## src/rtl/pipe_stage_skid.sv

```systemverilog
// Parametrised valid/ready pipeline stage with optional 2-entry skid buffer,
// flush (kill everything held plus this cycle's input) and bubble (stall + nop) controls.
module pipe_stage_skid #(
    parameter int                  FIELD_W    = 32,
    parameter int                  NUM_FIELDS = 4,
    parameter logic [FIELD_W-1:0]  BUBBLE_VAL = '0,
    parameter bit                  SKID_EN    = 1'b1,
    localparam int                 W          = FIELD_W * NUM_FIELDS
) (
    input  logic         clk,
    input  logic         rst,
    input  logic         in_valid,
    output logic         in_ready,
    input  logic [W-1:0] in_data,
    input  logic         flush,
    input  logic         bubble,
    output logic         out_valid,
    input  logic         out_ready,
    output logic [W-1:0] out_data,
    output logic [1:0]   occupancy
);

    localparam logic [W-1:0] BUBBLE = {NUM_FIELDS{BUBBLE_VAL}};

    typedef enum logic [1:0] {EMPTY, FULL, SKID} state_t;

    state_t       state, state_nx;
    logic [W-1:0] main_q, main_nx;
    logic [W-1:0] skid_q, skid_nx;
    logic [1:0]   occ_nx;
    logic         acc, deq;

    assign out_valid = (state != EMPTY);
    assign out_data  = main_q;
    assign deq       = out_valid & out_ready;
    assign acc       = in_valid & in_ready;

    // With the skid entry, in_ready depends only on flops so out_ready never
    // reaches the upstream handshake combinationally.
    generate
        if (SKID_EN) begin : g_skid
            assign in_ready = (state != SKID) & ~bubble & ~rst;
        end else begin : g_single
            assign in_ready = (~out_valid | out_ready) & ~bubble & ~rst;
        end
    endgenerate

    always_comb begin
        state_nx = state;
        main_nx  = main_q;
        skid_nx  = skid_q;
        if (flush) begin
            state_nx = EMPTY;
            main_nx  = BUBBLE;
            skid_nx  = BUBBLE;
        end else begin
            case (state)
                EMPTY: begin
                    if (acc) begin
                        state_nx = FULL;
                        main_nx  = in_data;
                    end
                end
                FULL: begin
                    if (acc && deq) begin
                        main_nx = in_data;
                    end else if (acc && SKID_EN) begin
                        state_nx = SKID;
                        skid_nx  = in_data;
                    end else if (deq) begin
                        state_nx = EMPTY;
                        main_nx  = BUBBLE;
                    end
                end
                SKID: begin
                    if (deq) begin
                        state_nx = FULL;
                        main_nx  = skid_q;
                        skid_nx  = BUBBLE;
                    end
                end
                default: begin
                    state_nx = EMPTY;
                    main_nx  = BUBBLE;
                    skid_nx  = BUBBLE;
                end
            endcase
        end
    end

    always_comb begin
        occ_nx = 2'd0;
        case (state_nx)
            FULL:    occ_nx = 2'd1;
            SKID:    occ_nx = 2'd2;
            default: occ_nx = 2'd0;
        endcase
    end

    always_ff @(posedge clk or posedge rst) begin
        if (rst) begin
            state     <= EMPTY;
            main_q    <= BUBBLE;
            skid_q    <= BUBBLE;
            occupancy <= 2'd0;
        end else begin
            state     <= state_nx;
            main_q    <= main_nx;
            skid_q    <= skid_nx;
            occupancy <= occ_nx;
        end
    end

endmodule
```

## config.mk

```make
export PLATFORM = sky130hd
export DESIGN_NAME = pipe_stage_skid
export DESIGN_NICKNAME = d
export VERILOG_FILES = /design/src/rtl/pipe_stage_skid.sv
export SDC_FILE = /design/constraint.sdc
export NUM_CORES = 1
export LEC_CHECK = 0
export BUFFER_PORTS_ARGS = -buffer_cell sky130_fd_sc_hd__buf_2
export CAP_MARGIN = 20
export CORE_AREA = 5 5 169 171
export CTS_CLUSTER_SIZE = 24
export DETAILED_ROUTE_END_ITERATION = 16
export DIE_AREA = 0 0 174 176
export HOLD_SLACK_MARGIN = 0.03
export PLACE_DENSITY = 0.84
export SKIP_CTS_REPAIR_TIMING = 1
export SYNTH_ARGS = -nofsm -noshare
export SYNTH_HDL_FRONTEND = slang
export SYNTH_SLANG_ARGS = --single-unit
```

## constraint.sdc

```tcl
create_clock -name clk -period 19.1 [get_ports clk]
set_input_delay 1.91 -clock clk [delete_from_list [all_inputs] [get_ports clk]]
set_output_delay 1.91 -clock clk [all_outputs]
set_load 0.02 [all_outputs]
```

==> results by group <==
Logic synthesis
  – Cell accounting for the most synthesized area: dfrtp_1
  – Unique masters post-synth: 25
  – Top cells by area, synth: dfrtp_1 49%, a22oi_1 15%, mux2i_1 9.7%, o32ai_1 8.5%, nor2_1 7.4%
  – Asr flop ratio synth: 1.00
  – EDFF count, synth: 0
  – Synth Flop Type: dfrtp_1
  – YS warnings: 0
  – Synthesized cell area: roughly 13,000 sq um
  – Syn nets: 1,473
  – Sequential fraction of the synthesis area: 0.495
  – Yosys top cell area share: 0.495
  – Syn Area/Cell: ~10 sq um
  – Synthesis-stage register bit count: 260
  – Synthesized instance count: ~1,300

Timing
  – Worst-Margin Slew: 1150 ps
  – Maximum operating frequency: 227 MHz
  – Tmin final: roughly 4400 ps
  – Final setup vio count: 0
  – RSZ-0062 raised after global routing: false
  – Hold Vio Cnt, Final: 0
  – Fin Clk Skew: 7.06 ps
  – Period utilisation layout: 0.231
  – Fin Hold WS: around 530 ps
  – Final slew viol count: 0
  – Final setup TNS: 0 ps
  – Worst slew margin: 0.236

Global routing
  – Vias in the first global route: between 10,000 and 15,000
  – Total Routing Usage GR: 0.240
  – First-pass GRT wire length: 62.3 mm
  – Remaining Overflow, GRT: 0
  – Largest net degree at the start of global routing: 159
  – Initial antenna violation count: 10

Routing
  – Vias per cell: around 6.4
  – Vias: roughly 12,000
  – Routed Antenna Nets: 0
  – Drt total wl: between 30 and 40 mm
  – Pre-antenna DRT Iters: 6
  – Drt wl/cell: ~21 um
  – DRT iter0 DRCs: 1,294
  – DRC: 0

Clocking
  – Worst-path clk slew: roughly 60 ps
  – H-Tree Level Count: 1
  – Worst-Skew Late Latency: 540 ps
  – CTS tree: done
  – Bufs on Longest Clock Path: 3
  – Root Buffer: clkbuf_16
  – CTS Sinks: 260
  – CTS Buf Count: 29

Power and ir drop
  – Sw Pwr: approximately 0.00034 W
  – Clock share of power: 0.434
  – Logic pwr share: 0.121
  – Sequential share of power: 0.446
  – P_leak: between 6 and 7 nW
  – Internal power: 0.000948 W
  – Maximum vdd drop: 58.0 uV
  – Cell Pwr Density: around 84 nW/um^2
  – Switching Fraction: 0.263

Finish
  – Layout cells sized above 1: 0.222
  – Area growth, synth to finish: 17.0%
  – Nets: approximately 1,600
  – Non-filler cells, final: between 1,500 and 2,000
  – Most frequent cells in the layout: 263 x buf_2, 260 x nor2_1, 258 x dfrtp_1, 256 x a22oi_1, 129 x nand2_1
  – Commonest non-fill, non-tap cell in the layout: buf_2

Worst setup path
  – Crit end category: register
  – CP max FO: 66
  – Startpoint types: input port
  – WP data required: between 15,000 and 20,000 ps
  – Worst Path Arrival: ~4900 ps
  – Critical path class: in -> reg

Placed design
  – Placer Congestion: between 0.8 and 0.9
  – Placed cells: roughly 1,800
  – HPWL after detailed placement: ~22 mm
  – I/O Buffers: about 270

Floorplan
  – Io pins: around 270
  – Die height: ~180 um
  – Starting Density: 0.492
  – # rows: 60
  – Die area: just over 30,000 sq um
  – Die W: between 150 and 200 um
  – Core area: about 27,000 sq um

Outcome
  – Status: completed

Flow run
  – Max cap viols: 0

Min path
  – Hold Path Class: reg -> reg
routing by layer:
layer	wire length [um]	GRT usage
met1	15900	0.332
met2	17900	0.379
met3	3710	0.0582
met5	62	0
met4	878	0.0719
cells in the mapped netlist (2+ instances only):
library cell  number
dfrtp_1          260
nor2_1           260
a22oi_1          256
nand2_1          129
mux2i_1          128
o32ai_1          128
clkbuf_1         107
buf_2             35
buf_6             10
buf_1              6
inv_1              3
nor3_1             3
nor3b_1            2
final cells by class:
cell class                 count  area (sq um)
clock buffer                  46           900
inverter                       3          18.8
multi-input combinational    917          5960
sequential                   260          6510
fill                        2243         11300
timing repair buffer         282          1490
clock inverter                 7          62.6
antenna                        4          10.0
tap                          341           427
through the flow:
stage          power [W]   util  cell area [sq um]  setup slack [ps]
2_1_floorplan   0.000680      -              13100             10030
3_3_place_gp    0.000732  0.538              14400             14270
3_5_place_dp    0.000736  0.538              14400             14220
4_1_cts          0.00129  0.574              15300             14760
5_1_grt          0.00134  0.575              15400             14550
6_report         0.00129  0.575              15400             14690
kinds of logic (layout without fill, tap and decap cells):
group                  Yosys count  count (layout)  share of synthesized area
XOR/XNOR                         1               1                   0.000666
multiplexers                   128             128                     0.0975
buffers and inverters          162             338                     0.0556
flip-flops                     260             260                      0.495
other                            0               4                          0
AND/OR/NAND/NOR                400             400                      0.117
AO/OA/AOI/OAI                  388             388                      0.234
critical path, stage by stage:
cell     delay (ps)
buf_2           150
or3b_4          670
nor4b_4         300
buf_4           640
buf_4           720
a22oi_1         170
nor2_1          140
registers in the layout, summed over array words and instances (netlist names):
| register | cells |
|---|---|
| occupancy | 2 |
| out_data | 128 |
| skid_q | 128 |
| state | 2 |
power groups by stage:
stage / Combinational (W) / Sequential [W] / Clock, W
2_1_floorplan: 0.0000852 / 0.000595 / 0
3_3_place_gp: 0.000150 / 0.000582 / 0
3_5_place_dp: 0.000153 / 0.000583 / 0
4_1_cts: 0.000154 / 0.000573 / 0.000568
5_1_grt: 0.000170 / 0.000574 / 0.000597
6_report: 0.000155 / 0.000573 / 0.000558
final timing paths:
path	depth (start not counted)	startpoint	slack [ps]	to
setup / recovery	7	rst	14690	skid_q[8]
hold / removal	2	out_data[85]	530	out_data[85]
setup reg to reg	7	state[0]	15040	out_data[65]
hold reg to reg	2	out_data[85]	530	out_data[85]
max in group asynchronous	4	rst	15930	state[1]
min in group asynchronous	2	rst	1370	out_data[97]
Power figures use the tool's default switching activity.
